File: config.mk
export PLATFORM = sky130hd
export DESIGN_NAME = adc_frame_align
export DESIGN_NICKNAME = d
export VERILOG_FILES = /design/src/rtl/adc_align_pkg.sv /design/src/rtl/adc_lane_merge.sv /design/src/rtl/adc_frame_align.sv
export SDC_FILE = /design/constraint.sdc
export NUM_CORES = 1
export LEC_CHECK = 0
export ABC_AREA = 1
export BUFFER_PORTS_ARGS = -buffer_cell sky130_fd_sc_hd__buf_4
export CAP_MARGIN = 15
export CORE_MARGIN = 2
export CORE_UTILIZATION = 50
export CTS_BUF_LIST = sky130_fd_sc_hd__clkbuf_2
export CTS_CLUSTER_SIZE = 28
export DETAILED_ROUTE_END_ITERATION = 6
export GPL_TIMING_DRIVEN = 0
export PLACE_DENSITY = 0.78
export SETUP_SLACK_MARGIN = 0.1
export SYNTH_ARGS = -nofsm -noshare
export SYNTH_HDL_FRONTEND = slang
export SYNTH_SLANG_ARGS = --single-unit
File: constraint.sdc
create_clock -name adc_clk -period 1.3 [get_ports adc_clk]
set_input_delay 0.065 -clock adc_clk [delete_from_list [all_inputs] [get_ports adc_clk]]
set_output_delay 0.065 -clock adc_clk [all_outputs]
set_load 0.02 [all_outputs]
File: src/rtl/adc_align_pkg.sv
// adc_align_pkg: shared FSM state type and default parameters for the ADC frame aligner
package adc_align_pkg;
  typedef enum logic [2:0] {
    ST_IDLE,
    ST_CHECK,
    ST_SLIP,
    ST_WAIT,
    ST_LOCKED,
    ST_FAIL
  } state_t;
  localparam int         W_DEF             = 8;
  localparam logic [7:0] FRAME_PATTERN_DEF = 8'hF0;
  localparam int         LOCK_COUNT_DEF    = 16;
  localparam int         LOSS_COUNT_DEF    = 4;
  localparam int         SETTLE_DEF        = 4;
endpackage

File: src/rtl/adc_lane_merge.sv
// adc_lane_merge: registered bit interleave of two deserialized data lanes into one sample
// ports: adc_clk/adc_rst_n clock and async active-low reset; lane0_data -> odd sample bits,
//        lane1_data -> even sample bits; sample is the merged word, one cycle after its lanes
module adc_lane_merge #(
  parameter int W = 8
) (
  input  logic           adc_clk,
  input  logic           adc_rst_n,
  input  logic [W-1:0]   lane0_data,
  input  logic [W-1:0]   lane1_data,
  output logic [2*W-1:0] sample
);
  logic [2*W-1:0] w_mix;
  logic [2*W-1:0] r_sample;
  for (genvar k = 0; k < W; k++) begin : g_bit
    assign w_mix[2*k+1] = lane0_data[k];
    assign w_mix[2*k]   = lane1_data[k];
  end
  always_ff @(posedge adc_clk or negedge adc_rst_n)
    if (!adc_rst_n) r_sample <= '0;
    else            r_sample <= w_mix;
  assign sample = r_sample;
endmodule

File: src/rtl/adc_frame_align.sv
// adc_frame_align: bitslip-based frame alignment and sample reassembly for one ADC channel
// ports: adc_clk/adc_rst_n clock and async active-low reset; rx_locked serdes lock; retrain
//        restart request; fr_data frame lane; lane0_data/lane1_data data lanes; bitslip pulse
//        to all lanes; sample/sample_valid merged output; locked, align_err, slip_count status
module adc_frame_align
  import adc_align_pkg::*;
#(
  parameter int           W             = W_DEF,
  parameter logic [W-1:0] FRAME_PATTERN = W'(FRAME_PATTERN_DEF),
  parameter int           LOCK_COUNT    = LOCK_COUNT_DEF,
  parameter int           LOSS_COUNT    = LOSS_COUNT_DEF,
  parameter int           SETTLE        = SETTLE_DEF
) (
  input  logic                 adc_clk,
  input  logic                 adc_rst_n,
  input  logic                 rx_locked,
  input  logic                 retrain,
  input  logic [W-1:0]         fr_data,
  input  logic [W-1:0]         lane0_data,
  input  logic [W-1:0]         lane1_data,
  output logic                 bitslip,
  output logic [2*W-1:0]       sample,
  output logic                 sample_valid,
  output logic                 locked,
  output logic                 align_err,
  output logic [$clog2(W)-1:0] slip_count
);
  localparam int SW = $clog2(W);
  localparam int MW = $clog2(LOCK_COUNT + 1);
  localparam int LW = $clog2(LOSS_COUNT + 1);
  localparam int TW = $clog2(SETTLE + 1);
  localparam logic [SW-1:0] SLIP_MAX   = SW'(W - 1);
  localparam logic [MW-1:0] MATCH_LAST = MW'(LOCK_COUNT - 1);
  localparam logic [LW-1:0] MISS_LAST  = LW'(LOSS_COUNT - 1);
  localparam logic [TW-1:0] WAIT_LAST  = TW'(SETTLE - 1);
  state_t r_state, w_state;
  logic [MW-1:0] r_match, w_match;
  logic [LW-1:0] r_miss, w_miss;
  logic [SW-1:0] r_slip, w_slip;
  logic [TW-1:0] r_wait, w_wait;
  logic r_valid, r_err;
  logic w_hit;
  assign w_hit = fr_data == FRAME_PATTERN;
  always_ff @(posedge adc_clk or negedge adc_rst_n)
    if (!adc_rst_n) begin
      r_state <= ST_IDLE;
      r_match <= '0;
      r_miss  <= '0;
      r_slip  <= '0;
      r_wait  <= '0;
      r_valid <= 1'b0;
      r_err   <= 1'b0;
    end else begin
      r_state <= w_state;
      r_match <= w_match;
      r_miss  <= w_miss;
      r_slip  <= w_slip;
      r_wait  <= w_wait;
      r_valid <= r_state == ST_LOCKED && rx_locked;
      r_err   <= retrain ? 1'b0 : (r_err || r_state == ST_FAIL);
    end
  always_comb begin
    w_state = r_state;
    w_match = r_match;
    w_miss  = r_miss;
    w_slip  = r_slip;
    w_wait  = r_wait;
    case (r_state)
      ST_IDLE: begin
        w_match = '0;
        w_miss  = '0;
        w_slip  = '0;
        w_wait  = '0;
        w_state = ST_CHECK;
      end
      ST_CHECK:
        if (w_hit) begin
          w_match = r_match == MATCH_LAST ? '0 : r_match + MW'(1);
          w_miss  = '0;
          w_state = r_match == MATCH_LAST ? ST_LOCKED : ST_CHECK;
        end else begin
          w_match = '0;
          w_state = r_slip < SLIP_MAX ? ST_SLIP : ST_FAIL;
        end
      ST_SLIP: begin
        w_slip  = r_slip == SLIP_MAX ? r_slip : r_slip + SW'(1);
        w_wait  = '0;
        w_state = ST_WAIT;
      end
      ST_WAIT: begin
        w_wait  = r_wait == WAIT_LAST ? '0 : r_wait + TW'(1);
        w_state = r_wait == WAIT_LAST ? ST_CHECK : ST_WAIT;
      end
      ST_LOCKED:
        if (w_hit) w_miss = '0;
        else if (r_miss == MISS_LAST) begin
          w_miss  = '0;
          w_match = '0;
          w_slip  = '0;
          w_state = ST_CHECK;
        end else w_miss = r_miss + LW'(1);
      ST_FAIL: begin
        w_slip  = '0;
        w_match = '0;
        w_state = ST_CHECK;
      end
      default: w_state = ST_IDLE;
    endcase
    // loss of serdes lock outranks retrain, and both outrank every FSM transition
    if (!rx_locked || retrain) begin
      w_state = ST_IDLE;
      w_match = '0;
      w_miss  = '0;
      w_slip  = '0;
      w_wait  = '0;
    end
  end
  assign bitslip      = r_state == ST_SLIP && rx_locked;
  assign locked       = r_state == ST_LOCKED && rx_locked;
  assign sample_valid = r_valid && rx_locked;
  assign align_err    = r_err;
  assign slip_count   = r_slip;
  adc_lane_merge #(.W(W)) u_merge (
    .adc_clk   (adc_clk),
    .adc_rst_n (adc_rst_n),
    .lane0_data(lane0_data),
    .lane1_data(lane1_data),
    .sample    (sample)
  );
endmodule

Yosys cells after proc, flatten, opt, wreduce, memory -nomap -nowiden
Index checks and enable logic that the tools add are counted.
{"block": "op_classes", "n_addsub": 4, "n_lt_le_gt_ge": 1, "eq_ne": 14, "muxes": 28, "reduce_logical": 17}
{"op": "$mux W3", "n": 16}
{"op": "$mux W5", "n": 5}
{"op": "$pmux W3 S3", "n": 2}
{"op": "$pmux W3 S5", "n": 1}
{"op": "$pmux W5 S3", "n": 1}
{"op": "$eq A3 B2 Y1 const B", "n": 4}
{"op": "$reduce_bool A4 Y1", "n": 3}
{"op": "$add A3 B1 Y3 const B", "n": 3}
{"op": "$eq A3 B3 Y1 const B", "n": 3}
{"op": "$eq A8 B8 Y1 const B", "n": 1}
{"op": "$ne A3 B3 Y1 const B", "n": 2}
{"op": "$pmux W3 S2", "n": 1}
{"op": "$add A5 B1 Y5 const B", "n": 1}
{"op": "$eq A5 B4 Y1 const B", "n": 1}
{"op": "$reduce_and A2 Y1", "n": 2}
{"op": "$reduce_and A4 Y1", "n": 1}
{"op": "$reduce_or A2 Y1", "n": 2}
{"op": "$eq A3 B1 Y1 const B", "n": 1}
{"op": "$logic_and A1 B1 Y1", "n": 3}
{"op": "$logic_not A3 Y1", "n": 1}
{"op": "$lt A3 B3 Y1 const B", "n": 1}
{"op": "$ne A3 B1 Y1 const B", "n": 1}
{"op": "$ne A3 B2 Y1 const B", "n": 1}
{"op": "$reduce_and A3 Y1", "n": 1}
{"op": "other kinds (5)", "n": 6}
{"block": "totals", "regBits": 35, "in_bits": 28, "out_inout_bits": 23, "elab_cells": 72}

Longest topological paths before layout
Gate-level depths: netlist of run 1.
{"block": "depth", "ltp_word": 5, "mapped_depth": 9, "ltp_nobuf": 9}

Modules after synthesis
A second synthesis of run 1 with hierarchy kept.
{"block": "unflattened", "cells_unflattened": 183, "area_unflattened_um2": 1589.0}
{"module": "adc_frame_align", "instances": 1, "cells_each": 167, "area_per_inst_um2": 1188.6, "seq_area_each_um2": 475.5}
{"module": "adc_lane_merge", "instances": 1, "cells_each": 16, "area_per_inst_um2": 400.4, "seq_area_each_um2": 400.4}

Worst setup path after synthesis of run 1
No wires, ideal clock.
{"block": "synth_path", "path_kind": "register to register", "startpoint": "register r_slip[0], in the netlist slip_count[0]", "endpoint": "register r_slip[0], in the netlist slip_count[0]", "setup_time_ns": 0.118, "arrival_time_ns": 1.190, "required_time_ns": 1.182, "setup_slack_ns": -0.008, "path_stages_with_launch": 9, "n_path_buf": 0, "synth_period_minus_slack_ns": 1.308, "path_cell_list": "dfrtp_1 > ha_1 > ha_1 > nand3_1 > nand2_1 > clkinv_2 > nand2_2 > nand2_1 > nand2_1"}
{"block": "synth_between", "elab_chain_cells": 4, "word_cells_on_any_way": 7, "classes_between": "1 x add/sub; 2 x eq/ne; 3 x mux; 1 x reduce/logical"}
{"item": "start, declared", "line_no": "adc_frame_align.sv:39", "rtl": "logic [SW-1:0] r_slip, w_slip;"}
{"item": "start signal, assigned", "line_no": "adc_frame_align.sv:57", "rtl": "r_slip <= w_slip;"}
{"item": "$add A3 B1 Y3", "line_no": "adc_frame_align.sv:86", "rtl": "w_slip = r_slip == SLIP_MAX ? r_slip : r_slip + SW'(1);"}
{"item": "$mux W3", "line_no": "adc_frame_align.sv:86"}
{"item": "$pmux W3 S3", "line_no": "adc_frame_align.sv:68", "rtl": "case (r_state)"}
{"item": "$mux W3", "line_no": "adc_frame_align.sv:110", "rtl": "if (!rx_locked || retrain) begin"}
Parallel ways exist; a longest one is shown, timed or not. The select of a mux whose other input is x is not followed.
A chain may end at the register's enable or synchronous reset.

Final worst setup path of run 1
{"block": "layout_path", "startpoint": "register r_state[0]", "endpoint": "output locked"}
{"block": "layout_between", "elab_chain_cells": 2}
{"item": "start, declared", "line_no": "adc_frame_align.sv:36", "rtl": "state_t r_state, w_state;"}
{"item": "start signal, assigned", "line_no": "adc_frame_align.sv:54", "rtl": "r_state <= w_state;"}
{"item": "$eq A3 B3 Y1", "line_no": "adc_frame_align.sv:119", "rtl": "assign locked = r_state == ST_LOCKED && rx_locked;"}
{"item": "$logic_and A1 B1 Y1", "line_no": "adc_frame_align.sv:119"}
{"item": "end, declared", "line_no": "adc_frame_align.sv:24", "rtl": "output logic locked,"}
Every way passes these cells.

==> summary.txt, run 1 <==
Run status
  • Status: finished, violations left
  • Failing checks: hold timing, setup timing

Worst setup path
  • Startpoint Class: flip-flop
  • Crit path launch: r_state[0]
  • Crit path DAT: approximately 1.4 ns
  • Kind of critical path: flip-flop to output pin
  • Critical path peak fanout: 4
  • FF-to-FF Start: r_state[0]
  • Crit. End Element: output pin
  • WP data required: approximately 1.2 ns

Final layout
  • Layout Utilization: 0.8050
  • Final #Nets: roughly 320
  • Fin cells: about 340
  • Layout area overhead: 57.45%
  • Diodes inserted: 0
  • Fin area: 2644 um2
  • Layout cells sized above 1: 0.4296
  • Register area: between 800 and 900 um2
  • Filler cells: about 190
  • Footprint of the multi-input gates: around 850 um2

Pwr
  • Switching power: ~580 uW
  • Pwr dens: 760.8 nW/um2
  • Seq pwr share: 0.563
  • Sw frac: 0.2865
  • Leakage: about 0.0013 uW
  • Maximum VDD drop: a little over 0.0007 V
  • Internal power: ~1400 uW
  • Comb pwr share: 0.181
  • Share of power burned in the clock network: 0.256

Clock tree
  • H-tree depth: 2
  • Hold Buf Count CTS: 18
  • Num Clock Sinks: 35
  • Clk_lat worst skew: 0.41 ns
  • Max Root-Sink Buffers: 2
  • TritonCTS clock tree: built
  • Clock root buffer master: clkbuf_2
  • Worst-path clk slew: about 0.18 ns
  • Num CTS Buffers: 5

Flow run
  • Max Cap Viol: 0

Floorplanning
  • I/O Pins: between 50 and 60
  • Die ar.: about 3800 um2
  • Die Wd: 61.95 um
  • Row cnt: 21
  • Die Ht: between 60 and 70 um
  • Core Region: about 3300 um2
  • Initial Util: 0.5112

Detailed routing
  • Routed vias/inst: 4.941
  • # DRC: 0
  • Routed wire length: ~4600 um
  • Post-DR wirelength/cell: between 10 and 15 um
  • First drt pass iteration count: 4
  • Remaining antenna violation count: 0
  • Vias: roughly 1,700
  • Initial DRC count: 92

Synthesis
  • Cells after synthesis: 199
  • Mapped Area: around 1700 um2
  • Syn Nets: between 200 and 250
  • Post-Syn Area per Cell: between 8 and 9 um2
  • Register bit count reported by yosys: 35
  • Post-synthesis cell type count: 25
  • Post-synthesis sequential area ratio: 0.5216
  • Warning count from the yosys run: 0

STA
  • Final setup viols: 15
  • Max Clock Freq: 0.7025 GHz
  • Final WS setup: -0.1234 ns
  • Setup_tns: -1.189 ns
  • Slew of the pin with the lowest slew margin: 0.4349 ns
  • Slew headroom: 0.7101
  • Min Hold Slack: -0.008883 ns
  • RSZ-0062 raised after global routing: true
  • Max-slew violation count: 0
  • Post-layout minimum cycle time: 1.423 ns
  • Clock skew: ~0.025 ns
  • Tcrit/Tclk final: 1.095
  • Final Hold Fails: 1

GRT
  • Grt ovf: 0
  • Largest net degree at the start of global routing: 36
  • Vias in the first global route: 1,504
  • Initial antenna violation count: 0
  • First-pass GRT wire length: about 6600 um
  • GRT Overall Usage: 0.2454

Placement
  • RePlAce Congestion: between 0.8 and 0.9
  • Placed cells: around 300
  • # port buffers: 50
  • DP Area: between 2000 and 2500 um2
  • Dpl hpwl: about 2500 um

Min path
  • Worst Hold Class: input pin to flip-flop
  • Hold_sp: rx_locked
per-layer routing:
metal  wire (um)  vias up  GRT usage
met5           0        -          0
met4         135        0    0.09726
met3         181       14    0.06832
met2        2619       47     0.4420
met1        1704      799     0.2713
li1            -      805          -
layout make-up:
cell class	instances	share of cell area
clock buffers	6	0.01136
clock inverters	2	0.004733
inverters	29	0.04591
multi-input cells	135	0.3218
flip-flops and latches	35	0.3332
well taps	46	0.02177
repair buffers	84	0.2612
power groups by stage:
stage | Clock, uW | Sequential (uW) | Combinational (uW)
6_report | 516 | 1130 | 363
5_1_grt | 579 | 1140 | 392
4_1_cts | 522 | 1130 | 320
3_5_place_dp | 0 | 1150 | 258
3_3_place_gp | 0 | 1150 | 255
2_1_floorplan | 0 | 1190 | 74.1
cell usage after synthesis, drive strengths merged:
| library cell | number | share of area |
|---|---|---|
| nand2 | 56 | 0.14 |
| clkinv | 1 | 0.0030 |
| or2 | 1 | 0.0037 |
| nor2 | 34 | 0.095 |
| dfrtp | 35 | 0.52 |
| ha | 5 | 0.037 |
| nand4 | 2 | 0.0075 |
| xor2 | 1 | 0.0052 |
| inv | 28 | 0.064 |
| a21oi | 6 | 0.020 |
| nand3 | 20 | 0.066 |
| o21ai | 5 | 0.015 |
| o21a | 2 | 0.0089 |
| nor3 | 3 | 0.012 |
flip-flops by register name, summed over array words and instances, names as in the netlist:
register	flops
r_miss	3
r_valid	1
u_merge.sample	16
r_match	5
r_wait	3
align_err	1
r_state	3
slip_count	3
layout by cell type (no fill, tap or decap), drive strengths merged:
| master | n |
|---|---|
| buf | 66 |
| nand2 | 56 |
| dfrtp | 35 |
| nor2 | 34 |
| inv | 28 |
| nand3 | 20 |
| dlygate4sd3 | 18 |
| clkbuf | 6 |
| a21oi | 6 |
| o21ai | 5 |
| ha | 5 |
| nor3 | 3 |
| o21a | 2 |
| nand4 | 2 |
| clkinv | 2 |
| or2 | 1 |
| xor2 | 1 |
| clkinvlp | 1 |
worst max-delay path: stages, from the launching register on:
cell and delay, ns:
dfrtp_1 0.46, nor2_2 0.17, nand2_2 0.10, nor2_4 0.10, buf_6 0.12
timing repair:
item | 4_1_cts | 5_1_grt
pin swaps | 5 | 9
resized for setup | 20 | 21
gates cloned | 0 | 0
setup buffers | 9 | 7
setup endpoints to repair | 18 | 20
hold endpoints to repair | 56 | 1
final timing paths:
path                                endpoint  slack [ns]  depth (start not counted)
setup reg to reg                  r_match[2]       -0.12                          8
hold / removal                       r_valid      -0.009                          3
max in group asynchronous      slip_count[0]        0.84                          2
min in group asynchronous  u_merge.sample[0]        0.10                          2
hold reg to reg                   r_match[1]        0.54                          2
setup / recovery                      locked       -0.12                          4
kinds of logic after synthesis:
group | Yosys count | synth area share
AND/OR/NAND/NOR | 116 | 0.3249
flip-flops | 35 | 0.5216
buffers and inverters | 29 | 0.06706
AO/OA/AOI/OAI | 13 | 0.04396
adder cells (fa/ha/maj) | 5 | 0.03726
XOR/XNOR | 1 | 0.005217
per-stage QoR:
| stage | setup WS (ns) | total power (uW) |
|---|---|---|
| final | -0.1234 | 2011 |
| after detailed placement | -0.01701 | 1410 |
| after CTS | -0.06869 | 1974 |
| after global routing | -0.2048 | 2108 |
| after global placement | -0.01647 | 1407 |
| after floorplan | 0.09621 | 1262 |
Power figures use the tool's default switching activity.
==> run 2, diff against run 1 <==
Settings changed: BUFFER_PORTS_ARGS -buffer_cell sky130_fd_sc_hd__buf_4 to -buffer_cell sky130_fd_sc_hd__buf_2.
==> run 2 against run 1 <==
The run ends with setup timing left. Clock-buffer cell count unchanged. Clock power rose by 75%. Wire length fell by 8.1%. Combinational power fell by 18%. Clock skew is 0.010 ns lower. Register-to-register slack gained 0.02 ns. Final cell count shrank 1.8%. Total power rose by 16%. Sequential share of layout area increased by 1.6 points. Critical endpoint is now slip_count[0]. Maximum frequency up 1.7%. Worst setup slack better by 0.024 ns. Global-route usage down 2.0 points.
==> summary.txt, run 2 (synthesized netlist as in run 1, its figures left out) <==
Run status
  • Status: finished, violations left (unchanged)
  • Failing checks: setup timing (was hold timing, setup timing)

STA
  • Slew headroom: 0.4801 (was 0.7101)
  • Final WS setup: -0.09944 ns (was -0.1234 ns)
  • Clock skew: 0.01510 ns (was 0.02509 ns)
  • Slew of the pin with the lowest slew margin: 0.7798 ns (was 0.4349 ns)
  • RSZ-0062 raised after global routing: true (unchanged)
  • Setup_tns: -0.8117 ns (was -1.189 ns)
  • Final setup viols: 13 (was 15)
  • Max-slew violation count: 0 (unchanged)
  • Tcrit/Tclk final: 1.076 (was 1.095)
  • Final Hold Fails: 0 (was 1)
  • Max Clock Freq: 0.7146 GHz (was 0.7025 GHz)
  • Post-layout minimum cycle time: 1.399 ns (was 1.423 ns)

Clock tree
  • Num Clock Sinks: 35 (unchanged)
  • Clock root buffer master: clkbuf_2 (unchanged)
  • Worst-path clk slew: 0.18 ns (about the same)
  • Max Root-Sink Buffers: 2 (unchanged)
  • Num CTS Buffers: 5 (unchanged)
  • TritonCTS clock tree: built (unchanged)
  • H-tree depth: 2 (unchanged)
  • Clk_lat worst skew: 0.39 ns (was 0.41 ns)

Worst setup path
  • Worst reg2reg path depth: 8 (unchanged)
  • Kind of critical path: flip-flop to flip-flop (was flip-flop to output pin)
  • Crit path launch: r_state[1] (was r_state[0])
  • Startpoint Class: flip-flop (unchanged)
  • FF-to-FF Start: r_state[1] (was r_state[0])
  • Crit. End Element: flip-flop (was output pin)
  • Critical path peak fanout: 8 (was 4)
  • WP data required: 1.64 ns (was 1.24 ns)
  • Crit path DAT: 1.74 ns (was 1.36 ns)

Placement
  • # port buffers: 50 (unchanged)
  • Dpl hpwl: 2452 um (was 2506 um)
  • RePlAce Congestion: 0.7915 (was 0.8409)

Pwr
  • Leakage: 0.001285 uW (was 0.001330 uW)
  • Maximum VDD drop: 0.0005771 V (was 0.0007090 V)
  • Switching power: 561.7 uW (was 576.2 uW)
  • Comb pwr share: 0.127 (was 0.181)
  • Pwr dens: 923.7 nW/um2 (was 760.8 nW/um2)
  • Seq pwr share: 0.486 (was 0.563)
  • Internal power: 1772 uW (was 1435 uW)
  • Sw frac: 0.2407 (was 0.2865)
  • Pwr Total: 2333 uW (was 2011 uW)
  • Share of power burned in the clock network: 0.387 (was 0.256)

GRT
  • Grt ovf: 0 (unchanged)
  • Initial antenna violation count: 0 (unchanged)
  • Vias in the first global route: 1,479 (was 1,504)
  • First-pass GRT wire length: 6272 um (was 6630 um)
  • Largest net degree at the start of global routing: 36 (unchanged)
  • GRT Overall Usage: 0.2258 (was 0.2454)

Detailed routing
  • Routed wire length: 4263 um (was 4640 um)
  • Initial DRC count: 78 (was 92)
  • # DRC: 0 (unchanged)
  • First drt pass iteration count: 4 (unchanged)
  • Vias: 1,605 (was 1,665)
  • Routed vias/inst: 4.849 (was 4.941)
  • Remaining antenna violation count: 0 (unchanged)
  • Post-DR wirelength/cell: 12.88 um (was 13.77 um)

Floorplanning
  • Initial Util: 0.5112 (unchanged)
  • Die ar.: 3838 um2 (unchanged)
  • Core Region: 3284 um2 (unchanged)
  • Die Wd: 61.95 um (unchanged)
  • Die Ht: 61.95 um (unchanged)
  • I/O Pins: 51 (unchanged)
  • Row cnt: 21 (unchanged)

Flow run
  • Max Cap Viol: 0 (unchanged)

Final layout
  • Layout area overhead: 50.45% (was 57.45%)
  • Commonest non-fill, non-tap cell in the layout: buf_2 (was buf_4)
  • Most frequent cells in the layout: buf_2, nand2_1, dfrtp_1 (was buf_4, nand2_1, dfrtp_1)
  • Layout cells sized above 1: 0.4175 (was 0.4296)
  • Layout Utilization: 0.7691 (was 0.8050)
  • Largest register FFs: 16 (unchanged)
  • Final #Nets: 317 (was 323)
  • Diodes inserted: 0 (unchanged)

Min path
  • Hold depth: 4 (was 3)
  • Worst Hold Class: input pin to flip-flop (unchanged)
  • Hold_sp: retrain (was rx_locked)
run 2: cell count changes in the layout (fill, tap and decap cells not counted), sizes merged:
| cell | delta |
|---|---|
| clkinvlp | -1 |
| buf | -7 |
| inv | +1 |
| bufinv | +2 |
| dlygate4sd3 | +1 |
| clkinv | -2 |
run 2: what timing repair did:
item / CTS / global route
setup endpoints to repair: 17 / 19
hold buffers: 19 / 0
hold endpoints to repair: 53 / 0
gates resized for setup: 25 / 19
pin swaps: 5 / 11
setup buffers: 7 / 2
run 2: worst max-delay path, cell delays in order, from the launching register on:
cell and delay (ns):
dfrtp_1 0.46, nor2_4 0.14, nand2_2 0.10, buf_6 0.14
nor2_4 0.19, nand2_8 0.11, nand2_4 0.11, nand2_2 0.06
nand2_2 0.05
run 2: area by class of cell:
| cell class | instances | area, um2 |
|---|---|---|
| sequential | 35 | 882.1 |
| multi-input combinational | 135 | 852.1 |
| fill | 226 | 758.2 |
| timing repair buffer | 78 | 528.0 |
| inverter | 29 | 116.4 |
| clock inverter | 2 | 60.06 |
| tap | 46 | 57.56 |
| clock buffer | 6 | 30.03 |
run 2: final timing paths:
kind	endpoint	slack, ns
setup / recovery	slip_count[0]	-0.1
hold / removal	r_wait[2]	0.02
setup reg to reg	slip_count[0]	-0.1
hold reg to reg	align_err	0.51
max in group asynchronous	r_state[0]	0.48
min in group asynchronous	r_wait[0]	0.27
run 2: power groups by stage:
stage,Combinational (uW),Sequential [uW],Clock [uW]
finish,297,1130,902
CTS,282,1130,912
detailed placement,220,1150,0
floorplan,74.1,1190,0
global placement,216,1150,0
global route,326,1140,958
run 2: routing by layer:
metal	vias up	part of all wire	GRT usage
met2	38	0.56	0.4196
met4	0	0.0056	0.05775
met3	3	0.036	0.05176
li1	797	-	-
met5	-	0	0
met1	767	0.40	0.2586
run 2: metrics by stage:
stage	cells	hold slack, ns	setup WS [ns]	instance area (um2)
after floorplan	199	-0.2306	0.09621	1714
after global placement	295	0.1722	-0.004771	2022
after detailed placement	295	0.1744	-0.02694	2022
after CTS	329	0.003502	-0.08556	2442
after global routing	331	0.008791	-0.1539	2526
final	331	0.01637	-0.09944	2526
==> run 3, diff against run 2 <==
Settings changed: ABC_AREA 1 to default, PLACE_DENSITY 0.78 to 0.8.
==> run 3 against run 2 <==
The flow finishes with violations (DRC, setup timing). Non-clock buffer count up 19. Wire length up 41%. Core utilization is 13 points higher. Largest power group unchanged.
==> summary.txt, run 3 <==
Run status
  • Status: finished, violations left (unchanged)
  • Failing checks: DRC, setup timing (was setup timing)

Synthesis
  • Cells after synthesis: 132 (was 199)
  • Synth area leaders: dfrtp_1, ha_1, mux2i_1 (was dfrtp_1, nand2_1, nor2_1)
  • Post-synthesis mux area share: 0.03325 (was 0)
  • Post-synth top cells: dfrtp_1, nor2_1, a21oi_1, inv_1, nand2_1 (was nand2_1, dfrtp_1, nor2_1, inv_1, nand3_1)
  • Post-Synth XOR/XNOR Area: 0 (was 0.005216)
  • Largest family of logic cells by synthesized area: simple AND/OR/NAND/NOR gates (unchanged)
  • Mapped Area: 1505 um2 (was 1679 um2)
  • Post-synthesis sequential area ratio: 0.5819 (was 0.5216)
  • Area leader, netlist: dfrtp_1 (unchanged)
  • Most numerous cell in the Yosys netlist: dfrtp_1 (was nand2_1)
  • Fraction of registers with async set or reset after synthesis: 1.000 (unchanged)
  • Post-synth EDFFs: 0 (unchanged)
  • Post-Synth Simple-Gate Area: 0.1613 (was 0.3249)
  • Post-synthesis cell type count: 41 (was 25)
  • Register bit count reported by yosys: 35 (unchanged)
  • Top_reg_cell synth: dfrtp_1 (unchanged)
  • Post-synthesis adder-cell area fraction: 0.04156 (was 0.03726)
  • Warning count from the yosys run: 0 (unchanged)
  • Syn Nets: 165 (was 232)
  • Post-synthesis compound-gate area fraction: 0.1496 (was 0.04396)
  • Post-Syn Area per Cell: 11.40 um2 (was 8.438 um2)
  • Post-synth top area share: 0.5819 (was 0.5216)

Detailed routing
  • Initial DRC count: 150 (was 78)
  • # DRC: 3 (was 0)
  • First drt pass iteration count: 6 (was 4)
  • Routed wire length: 5994 um (was 4263 um)
  • Vias: 1,690 (was 1,605)
  • Routed vias/inst: 6.377 (was 4.849)
  • Remaining antenna violation count: 0 (unchanged)
  • Post-DR wirelength/cell: 22.62 um (was 12.88 um)

Clock tree
  • Clk_lat worst skew: 0.39 ns (about the same)
  • Num Clock Sinks: 35 (unchanged)
  • Clock root buffer master: clkbuf_2 (unchanged)
  • Num CTS Buffers: 5 (unchanged)
  • TritonCTS clock tree: built (unchanged)
  • Worst-path clk slew: 0.22 ns (was 0.18 ns)
  • H-tree depth: 2 (unchanged)
  • Max Root-Sink Buffers: 2 (unchanged)

Placement
  • RePlAce Congestion: 0.8352 (was 0.7915)
  • Dpl hpwl: 2469 um (was 2452 um)
  • DP Area: 1823 um2 (was 2022 um2)
  • Placed cells: 213 (was 295)
  • # port buffers: 50 (unchanged)

STA
  • Final Hold Fails: 0 (unchanged)
  • Post-layout minimum cycle time: 1.643 ns (was 1.399 ns)
  • Clock skew: 0.02338 ns (was 0.01510 ns)
  • Max Clock Freq: 0.6087 GHz (was 0.7146 GHz)
  • Min Hold Slack: 0.1489 ns (was 0.01637 ns)
  • RSZ-0062 raised after global routing: true (unchanged)
  • Final setup viols: 19 (was 13)
  • Max-slew violation count: 0 (unchanged)
  • Setup_tns: -3.449 ns (was -0.8117 ns)
  • Tcrit/Tclk final: 1.264 (was 1.076)
  • Slew headroom: 0.4900 (was 0.4801)
  • Slew of the pin with the lowest slew margin: 0.7650 ns (was 0.7798 ns)
  • Final WS setup: -0.3428 ns (was -0.09944 ns)

Floorplanning
  • Core Region: 2805 um2 (was 3284 um2)
  • Row cnt: 19 (was 21)
  • Initial Util: 0.5366 (was 0.5112)
  • I/O Pins: 51 (unchanged)
  • Die ar.: 3465 um2 (was 3838 um2)
  • Die Wd: 58.87 um (was 61.95 um)
  • Die Ht: 58.87 um (was 61.95 um)

Worst setup path
  • Critical-path cell list: ha_4 -> ha_4 -> o21ai_2 -> a21oi_2 -> a21oi_4 -> mux2i_2 (was nor2_4 -> nand2_2 -> buf_6 -> nor2_4 -> nand2_8 -> nand2_4 -> nand2_2 -> nand2_2)
  • Worst path max stage delay: 0.48 ns (was 0.46 ns)
  • Kind of critical path: flip-flop to flip-flop (unchanged)
  • FF-to-FF Start: slip_count[1] (was r_state[1])
  • Crit path DAT: 1.96 ns (was 1.74 ns)
  • Top delay family on crit path: compound AO/OA/AOI/OAI gates (was simple AND/OR/NAND/NOR gates)
  • Crit path launch: slip_count[1] (was r_state[1])
  • R2R setup slack: -0.34 ns (was -0.1 ns)
  • WP data required: 1.62 ns (was 1.64 ns)
  • Cell mode on critical path: ha_4 (was nand2_2)
  • Critical path peak fanout: 3 (was 8)
  • CP max stage cell: dfrtp_2 (was dfrtp_1)
  • Crit. End Element: flip-flop (unchanged)
  • Worst reg2reg path depth: 6 (was 8)
  • R2R Path End: slip_count[2] (was slip_count[0])
  • Startpoint Class: flip-flop (unchanged)
  • Sum of buffers and inverters on the critical path: 0 (was 1)

Final layout
  • Fin cells: 265 (was 331)
  • Diodes inserted: 0 (unchanged)
  • Commonest non-fill, non-tap cell in the layout: buf_2 (unchanged)
  • Largest register FFs: 16 (unchanged)
  • Final #Nets: 266 (was 317)
  • Layout area overhead: 66.83% (was 50.45%)
  • Fin area: 2511 um2 (was 2526 um2)
  • Layout Utilization: 0.8952 (was 0.7691)
  • Most frequent cells in the layout: buf_2, dfrtp_1, buf_4 (was buf_2, nand2_1, dfrtp_1)
  • Layout cells sized above 1: 0.5171 (was 0.4175)

GRT
  • First-pass GRT wire length: 7569 um (was 6272 um)
  • Vias in the first global route: 1,612 (was 1,479)
  • Grt ovf: 0 (unchanged)
  • GRT Overall Usage: 0.3015 (was 0.2258)
  • Initial antenna violation count: 0 (unchanged)
  • Largest net degree at the start of global routing: 36 (unchanged)

Pwr
  • Maximum VDD drop: 0.0008605 V (was 0.0005771 V)
  • Leakage: 0.001143 uW (was 0.001285 uW)
  • Pwr dens: 862.7 nW/um2 (was 923.7 nW/um2)

Min path
  • Hold path endpoint: r_match[4] (was r_wait[2])
  • Worst Hold Class: input pin to flip-flop (unchanged)
  • Hold_sp: fr_data[2] (was retrain)
  • Hold depth: 5 (was 4)

Flow run
  • Max Cap Viol: 0 (unchanged)
run 3: layout make-up:
type | instances | area, um2
Clock buffer | 5 | 25.02
Sequential cell | 35 | 879.6
Fill cell | 112 | 294.0
Multi-Input combinational cell | 84 | 787.0
Inverter | 10 | 42.54
Timing Repair Buffer | 94 | 661.9
Buffer | 3 | 33.78
Tap cell | 31 | 38.79
Clock inverter | 3 | 42.54
run 3: worst max-delay path by stage:
stage | endpoint | slack [ns] | cells past startpoint
2_1_floorplan | slip_count[0] | -0.14 | 6
3_3_place_gp | r_match[3] | -0.21 | 5
3_5_place_dp | r_match[3] | -0.31 | 5
4_1_cts | slip_count[2] | -0.24 | 6
5_1_grt | slip_count[0] | -0.42 | 6
6_report | slip_count[2] | -0.34 | 6
run 3: per-stage QoR:
step	total power (uW)	worst slack (ns)
floorplan	1230	-0.1382
global placement	1324	-0.2067
detailed placement	1331	-0.3075
CTS	2085	-0.2368
global route	2224	-0.4165
finish	2166	-0.3428
run 3: metal layers:
| layer | GRT usage | vias to the layer above | wire length, um |
|---|---|---|---|
| met5 | 0 | - | 0 |
| met1 | 0.3559 | 800 | 2040 |
| met2 | 0.4952 | 167 | 2891 |
| met4 | 0.1526 | 0 | 376 |
| li1 | - | 676 | - |
| met3 | 0.09451 | 47 | 685 |
run 3: logic make-up after synthesis:
family                   count (synthesis)
AND/OR/NAND/NOR                         44
flip-flops                              35
AO/OA/AOI/OAI                           30
buffers and inverters                   13
multiplexers                             5
adder cells (fa/ha/maj)                  5
run 3: power by group:
part / internal [uW] / total (uW) / leakage (uW) / switching, uW
clock: 327 / 743 / 0.0000410 / 417
combinational: 129 / 287 / 0.000657 / 158
sequential: 1120 / 1140 / 0.000446 / 16.1
total: 1580 / 2170 / 0.00114 / 591
run 3: timing repair:
item / in CTS / in global routing
pin swaps: 10 / 14
setup endpoints to repair: 18 / 21
resized for setup: 25 / 27
hold endpoints to repair: 52 / 1
hold buffers: 17 / 1
setup buffers: 18 / 8
run 3: worst register-to-register path: stages, from the launching register on:
cell and delay (ns):
dfrtp_2 0.48, ha_4 0.17, ha_4 0.15, o21ai_2 0.17, a21oi_2 0.10, a21oi_4 0.24, mux2i_2 0.27
